## config.mk

```make
export PLATFORM = sky130hd
export DESIGN_NAME = seq_det_ctrl
export DESIGN_NICKNAME = d
export VERILOG_FILES = /design/src/rtl/seq_det_ctrl.sv
export SDC_FILE = /design/constraint.sdc
export NUM_CORES = 1
export LEC_CHECK = 0
export BUFFER_PORTS_ARGS = -buffer_cell sky130_fd_sc_hd__buf_2
export CORE_UTILIZATION = 57
export CTS_BUF_LIST = sky130_fd_sc_hd__clkbuf_8
export DETAILED_ROUTE_END_ITERATION = 8
export PLACE_DENSITY = 0.83
export SYNTH_ARGS = -nofsm -noshare
export SYNTH_HDL_FRONTEND = slang
export SYNTH_SLANG_ARGS = --single-unit
```

## constraint.sdc

```tcl
create_clock -name clk -period 3.1 [get_ports clk]
set_input_delay 0.93 -clock clk [delete_from_list [all_inputs] [get_ports clk]]
set_output_delay 0.93 -clock clk [all_outputs]
set_load 0.01 [all_outputs]
```

## src/rtl/seq_det_ctrl.sv

```systemverilog
// seq_det_ctrl: byte-stream front end for a serial pattern detector.
// Accepts words over valid/ready, shifts them MSB-first onto ser_data,
// clears the detector across stream gaps, qualifies and counts matches,
// and raises a sticky interrupt when the count reaches a threshold.
//
// Handshake: a word transfers on a rising clk edge where s_valid and
// s_ready are both high. s_ready is offered only in LOAD, or in the last
// SHIFT cycle of a word, and only while en is high. The source must hold
// s_data stable while s_valid is high and s_ready is low.
//
// dbg_state encoding: 0 = OFF, 1 = LOAD, 2 = SHIFT.
module seq_det_ctrl #(
  parameter int DATA_W  = 8,
  parameter int SEQ_LEN = 8,
  parameter int CNT_W   = 16
) (
  input  logic              clk,
  input  logic              rst,
  input  logic              en,
  input  logic [DATA_W-1:0] s_data,
  input  logic              s_valid,
  output logic              s_ready,
  output logic              ser_data,
  output logic              det_clr,
  input  logic              seq_detected,
  input  logic              cnt_clr,
  input  logic [CNT_W-1:0]  match_thresh,
  output logic [CNT_W-1:0]  match_cnt,
  output logic              irq,
  input  logic              irq_clr,
  output logic              busy,
  output logic [1:0]        dbg_state
);

  typedef enum logic [1:0] {
    ST_OFF   = 2'd0,
    ST_LOAD  = 2'd1,
    ST_SHIFT = 2'd2
  } state_t;

  localparam int BIT_W  = (DATA_W > 1) ? $clog2(DATA_W) : 1;
  localparam int FILL_W = $clog2(SEQ_LEN + 1);

  localparam logic [BIT_W-1:0]  BIT_LAST  = BIT_W'(DATA_W - 1);
  localparam logic [FILL_W-1:0] FILL_MAX  = FILL_W'(SEQ_LEN);
  // A window is complete once the bit being shifted now is the SEQ_LEN-th.
  localparam logic [FILL_W-1:0] FILL_QUAL = FILL_W'(SEQ_LEN - 1);
  localparam logic [CNT_W-1:0]  CNT_MAX   = '1;

  state_t             state;
  logic [DATA_W-1:0]  shreg;
  logic [BIT_W-1:0]   bit_cnt;
  logic [FILL_W-1:0]  fill;
  logic               qual_q;
  logic               det_clr_q;
  logic               busy_q;
  logic [CNT_W-1:0]   match_cnt_q;
  logic               irq_q;

  logic               word_end;
  logic               xfer;
  logic [FILL_W-1:0]  fill_inc;
  logic               cnt_inc;
  logic [CNT_W-1:0]   cnt_nxt;
  logic               irq_set;

  // Handshake decode: ready in LOAD or on the final bit of a word, gated by en.
  always_comb begin
    word_end = (state == ST_SHIFT) && (bit_cnt == '0);
    s_ready  = en && ((state == ST_LOAD) || word_end);
    xfer     = s_valid && s_ready;
    fill_inc = (fill == FILL_MAX) ? fill : fill + 1'b1;
  end

  // Stream FSM: load, shift MSB-first, chain words or drop to LOAD/OFF.
  // shreg is zeroed whenever SHIFT is left so ser_data reads 0 outside SHIFT.
  always_ff @(posedge clk or negedge rst) begin
    if (!rst) begin
      state     <= ST_OFF;
      shreg     <= '0;
      bit_cnt   <= '0;
      fill      <= '0;
      qual_q    <= 1'b0;
      det_clr_q <= 1'b1;
      busy_q    <= 1'b0;
    end else begin
      qual_q <= (state == ST_SHIFT) && (fill >= FILL_QUAL);
      case (state)
        ST_OFF: begin
          shreg     <= '0;
          fill      <= '0;
          det_clr_q <= 1'b1;
          busy_q    <= 1'b0;
          if (en) begin
            state <= ST_LOAD;
          end
        end
        ST_LOAD: begin
          fill <= '0;
          if (xfer) begin
            shreg     <= s_data;
            bit_cnt   <= BIT_LAST;
            det_clr_q <= 1'b0;
            busy_q    <= 1'b1;
            state     <= ST_SHIFT;
          end else if (!en) begin
            state <= ST_OFF;
          end
        end
        ST_SHIFT: begin
          fill <= fill_inc;
          if (bit_cnt != '0) begin
            // Mid-word: always finish the word, en is only looked at the end.
            shreg   <= shreg << 1;
            bit_cnt <= bit_cnt - 1'b1;
          end else if (xfer) begin
            // Back-to-back word: no gap bit, fill keeps running so
            // matches may straddle the word boundary.
            shreg   <= s_data;
            bit_cnt <= BIT_LAST;
          end else begin
            // Stream gap: clear the detector and restart window qualification.
            shreg     <= '0;
            fill      <= '0;
            det_clr_q <= 1'b1;
            busy_q    <= 1'b0;
            state     <= en ? ST_LOAD : ST_OFF;
          end
        end
        default: begin
          shreg     <= '0;
          fill      <= '0;
          det_clr_q <= 1'b1;
          busy_q    <= 1'b0;
          state     <= ST_OFF;
        end
      endcase
    end
  end

  // Next match count: clear wins over increment, increment saturates.
  always_comb begin
    cnt_inc = qual_q && seq_detected;
    cnt_nxt = match_cnt_q;
    if (cnt_clr) begin
      cnt_nxt = '0;
    end else if (cnt_inc && (match_cnt_q != CNT_MAX)) begin
      cnt_nxt = match_cnt_q + 1'b1;
    end
    irq_set = (match_thresh != '0) && (cnt_nxt != match_cnt_q) &&
              (cnt_nxt == match_thresh);
  end

  // Match counter and sticky interrupt; a new set beats a same-cycle irq_clr.
  always_ff @(posedge clk or negedge rst) begin
    if (!rst) begin
      match_cnt_q <= '0;
      irq_q       <= 1'b0;
    end else begin
      match_cnt_q <= cnt_nxt;
      irq_q       <= irq_set || (irq_q && !irq_clr);
    end
  end

  assign ser_data  = shreg[DATA_W-1];
  assign det_clr   = det_clr_q;
  assign busy      = busy_q;
  assign match_cnt = match_cnt_q;
  assign irq       = irq_q;
  assign dbg_state = state;

endmodule

```

# ---- After elaboration in Yosys (flattened, before gate mapping)
# Cells that the tools add are included.
dict set report totals {
  output_inout_bits 23
  input_bits 31
  wordCells 71
  regBits 37
}
dict set report classes {
  magnitude_cmp 1
  eq_ne 11
  n_reduce_logical 19
  n_mux 28
  addsub 3
}
# cell count
set ops {}
lappend ops {{$mux W16} 2}
lappend ops {{$mux W8} 3}
lappend ops {{$add A16 B1 Y16 const B} 1}
lappend ops {{$eq A16 B16 Y1} 1}
lappend ops {{$mux W4} 4}
lappend ops {{$ne A16 B16 Y1} 1}
lappend ops {{$ne A16 B16 Y1 const B} 1}
lappend ops {{$pmux W8 S2} 1}
lappend ops {{$reduce_bool A16 Y1} 1}
lappend ops {{$mux W2} 5}
lappend ops {{$logic_and A1 B1 Y1} 9}
lappend ops {{$ne A2 B2 Y1 const B} 4}
lappend ops {{$mux W1} 7}
lappend ops {{$mux W3} 2}
lappend ops {{$pmux W2 S3} 1}
lappend ops {{$pmux W3 S2} 1}
lappend ops {{$add A4 B1 Y4 const B} 1}
lappend ops {{$eq A4 B4 Y1 const B} 1}
lappend ops {{$ge A4 B3 Y1 const B} 1}
lappend ops {{$pmux W1 S2} 2}
lappend ops {{$reduce_and A4 Y1} 1}
lappend ops {{$logic_not A3 Y1} 1}
lappend ops {{$ne A3 B3 Y1 const B} 1}
lappend ops {{$reduce_and A3 Y1} 1}
lappend ops {{other kinds (8)} 9}

# ---- Longest topological paths before layout
dict set report depth {
  ltp_word 8
  depth_mapped 11
  ltp_nobuf 9
}

# ---- Worst setup path before layout
# OpenSTA, ideal clock, no wires.
dict set report synth_path {
  kind {input-to-reg}
  start {in seq_detected}
  end {reg irq_q, in the netlist irq}
  setup_time_ns 0.092
  path_slack_ns 0.137
  arrival_ns 2.871
  required_ns 3.008
  stages 8
  n_path_buf 1
  path_cell_list {and2_2 > nand2b_1 > buf_2 > nor4_1 > mux2_2 > a2111o_1 > or4_1 > o31ai_2}
}
dict set report synth_between {
  elab_chain_len 8
  word_cells_on_any_way 9
  classes_between {2 x eq/ne; 2 x mux; 5 x reduce/logical}
}
# element line
set synth_rtl {}
lappend synth_rtl {{start: declaration} 25} ;# input logic seq_detected,
lappend synth_rtl {{$logic_and A1 B1 Y1 *} 143} ;# cnt_inc = qual_q && seq_detected;
lappend synth_rtl {{$logic_and A1 B1 Y1 *} 147} ;# end else if (cnt_inc && (match_cnt_q != CNT_MAX)) begin
lappend synth_rtl {{$mux W16 *} 147}
lappend synth_rtl {{$mux W16 *} 145} ;# if (cnt_clr) begin
lappend synth_rtl {{$ne A16 B16 Y1} 150} ;# irq_set = (match_thresh != '0) && (cnt_nxt != match_cnt_q) &&
lappend synth_rtl {{$logic_and A1 B1 Y1} 150}
lappend synth_rtl {{$logic_and A1 B1 Y1 *} 150}
lappend synth_rtl {{$logic_or A1 B1 Y1 *} 161} ;# irq_q <= irq_set || (irq_q && !irq_clr);
lappend synth_rtl {{end signal: assignment} 161}
lappend synth_rtl {{end: declaration} 58} ;# logic irq_q;
# Every way passes the cells marked *; elsewhere a longest branch is shown, timed or not.
# A chain may end at the register's enable or synchronous reset.

# ---- Worst setup path after layout
dict set report layout_path {
  start {reg match_cnt_q[5], in the netlist match_cnt[5]}
  end {reg irq_q, in the netlist irq}
}
dict set report layout_between {
  elab_chain_len 8
  word_cells_on_any_way 10
  classes_between {1 x add/sub; 3 x eq/ne; 2 x mux; 4 x reduce/logical}
}
# element line
set layout_rtl {}
lappend layout_rtl {{start: declaration} 57} ;# logic [CNT_W-1:0] match_cnt_q;
lappend layout_rtl {{start signal: assignment} 160} ;# match_cnt_q <= cnt_nxt;
lappend layout_rtl {{parallel branches: the longest is 6 deep, another holds $add A16 B1 Y16} -}
lappend layout_rtl {{$logic_and A1 B1 Y1 *} 150}
lappend layout_rtl {{$logic_or A1 B1 Y1 *} 161}
# Mark *: on every way between the ends.

==> impl_results.md <==
* Cell accounting for the most synthesized area: dfrtp_1
* Placed Cells incl. Taps at 402
* Final #Nets at 397
* Effective utilization at floorplan at 0.5920
* R2R Path Start: match_cnt[5]
* Fin crit share at 0.9566
* Worst path arrival time at 3.18 ns
* Fin cells at roughly 400
* Final Critical Period at between 2 and 3 ns
* Via count at 2548
* Final Slew Violations at 0
* # rows at 24
* Gr usage total at 0.3031
* Port bufs at 53
* DIE WIDTH at just under 70 um
* Max Cap Viol at 0
* Primary FF master, synth: dfrtp_1
* Syn Inst Count at 277
* Slew @ Worst Pin at 0.8319 ns
* Grt total ovfl at 0
* 1st-pass router iterations at 5
* CP Capture Type: register
* Worst-skew pair later-pin latency at 0.30 ns
* Worst hold start: bit_cnt[0]
* Area grow syn2layout at 22.67%
* Hold Path Class: reg -> reg
* Avg WL per Cell at 16.70 um
* Die height at 69.25 um
* Hold_buf cts at 0
* Syn_nets at 317
* Residual DRC at 0
* Layout cell share with drive strength beyond 1 at 0.3240
* Clk slew on worst S/H paths at 0.08 ns
* Synth top area share at 0.3495
* Global placement routability congestion at 1.069
* N_diodes at 0
* Finish-stage setup viols at 0
* Syn Area/Cell at roughly 9.3 um2
* Top post-synthesis cells by area: dfrtp_1 35%, ha_1 4.4%, a21oi_1 3.9%
* Largest net degree at the start of global routing at 38
* Initial DRC count at 336
* Critical path class: reg -> reg
* Initial antenna violation count at 0
* Clk root buf: clkbuf_8
* Clock buffer depth at 2
* Met3 usage at 0.07703
* Crit path launch type: register
* CTS tree: done
* H-tree depth at 2
* Core area at 4354 um2
* Vias in the first global route at 2396
* Maximum vdd drop at 0.4450 mV
* Register bit count reported by yosys at 37
* Antenna-violating nets left at 0
* Met2 GRT Util at 0.5070
* Worst setup path start: match_cnt[5]
* Final Hold Viols at 0
* Num ports at 54
* Post-synth cell types at 68
* Fmax at 0.3372 GHz
* Post-synth EDFFs at 0
* Synth cell count leaders: 36 x dfrtp_1, 25 x nor2_1, 21 x nand2_1
* First-pass GRT wire length at 11.38 mm
* Leakage at approximately 1.5 nW
* GRT busiest layer: met2
* Worst Skew at 0.01301 ns
* Dpl hpwl at around 5.2 mm
* Slew margin rel. at 0.4454
* Clock buffer count from CTS at 5
* WP data required at ~3.3 ns
* Clk sinks at 37
* Unrepaired setup endpoints after global routing: no
* Sequential share of the synthesized area at 0.3597
* Async set-reset flop share out of synthesis at 1.000
* M1 GR Usage at 0.3674
* Pwr per Cell Area at 415.1 nW/um2
* Post-Syn Area at 2577 um2
* Most common cell in the synthesized netlist: dfrtp_1
* Via density at 6.215
* CP max FO at 8
* FILL cells at 350
* Die area at ~4800 um2
* Ys Warns at 0
* Final setup TNS at 0 ns
* WL final at 6.848 mm
* Outcome: completed
[power breakdown]
group,internal [mW],switching (mW)
combinational,0.158,0.226
clock,0.155,0.182
sequential,0.544,0.0477
total,0.857,0.456
[state kept, by name, indices dropped and copies added (netlist names)]
name,cells
irq,1
bit_cnt,3
match_cnt,16
busy,1
shreg,8
qual_q,1
dbg_state,2
det_clr,1
fill,4
[worst max-delay path, cell delays in order (launching register included)]
cell,delay [ns]
dfrtp_1,0.48
nand4_4,0.24
buf_4,0.23
nor3_1,0.34
a211oi_1,0.13
a211o_1,0.25
a2111oi_1,0.38
buf_4,0.18
or4b_1,0.44
o31ai_2,0.22
[layout make-up]
type,count,area [um2],share of cell area
sequential,37,927.1,0.2932
inverter,13,48.80,0.01543
clock inverter,3,17.52,0.005540
clock buffer,5,68.82,0.02176
tap,52,65.06,0.02058
multi-input combinational,213,1514,0.4788
timing repair buffer,87,520.5,0.1646
[worst paths after layout]
| kind | end | slack [ns] | cells past startpoint |
|---|---|---|---|
| max in group asynchronous | match_cnt[7] | 1.84 | 1 |
| worst min-delay path | bit_cnt[0] | 0.48 | 1 |
| worst max register to register | irq | 0.13 | 9 |
| min in group asynchronous | match_cnt[2] | 0.72 | 1 |
| worst min register to register | bit_cnt[0] | 0.48 | 1 |
| worst max-delay path | irq | 0.13 | 9 |
[kinds of logic (layout without fill, tap and decap cells)]
kind of cell / after synthesis / after routing / synth area share
mux: 8 / 8 / 0.03252
compound gates: 64 / 64 / 0.1816
xor+xnor: 12 / 12 / 0.04078
buf+inv: 27 / 108 / 0.05340
simple gates: 120 / 120 / 0.2884
flops: 37 / 37 / 0.3597
fa+ha+maj: 9 / 9 / 0.04369
[per-stage QoR]
stage	hold WS, ns	cell area (um2)	total power [mW]	util	setup WS (ns)
floorplan	0.4445	2577	0.8564	-	0.1374
finish	0.4839	3162	1.312	0.7261	0.1344
CTS	0.4806	3161	1.318	0.7259	0.1001
global route	0.5013	3162	1.396	0.7261	0.03648
detailed placement	0.4710	3074	0.9850	0.7060	-0.1497
global placement	0.4594	3074	0.9597	0.7060	-0.1552
[placed cells by master, fill, tap and decap left out, types with 3 or more instances in the layout]
| master | n |
|---|---|
| a211oi_1 | 3 |
| a21oi_1 | 20 |
| a221o_1 | 7 |
| and3_1 | 3 |
| buf_2 | 53 |
| buf_4 | 34 |
| clkbuf_8 | 5 |
| dfrtp_1 | 36 |
| ha_1 | 9 |
| inv_1 | 13 |
| mux2_2 | 3 |
| mux2i_1 | 5 |
| nand2_1 | 21 |
| nand2b_1 | 6 |
| nand3_1 | 7 |
| nand4_1 | 4 |
| nor2_1 | 25 |
| nor3_1 | 10 |
| nor4_1 | 10 |
| o21ai_0 | 6 |
| o31ai_1 | 5 |
| o41ai_1 | 3 |
| or4_1 | 7 |
| xnor2_1 | 3 |
| xor2_1 | 9 |
[layer usage]
metal / up-vias / wire length (um)
li1: 1206 / -
met1: 1212 / 2762
met2: 111 / 3393
met3: 19 / 507
met4: 0 / 184
met5: - / 0
[timing repair]
item,CTS,global route
buffers inserted,0,0
setup endpoints to repair,0,1
endpoints found under the hold margin,0,0
gates resized for setup,0,1
Power figures use the tool's default switching activity.
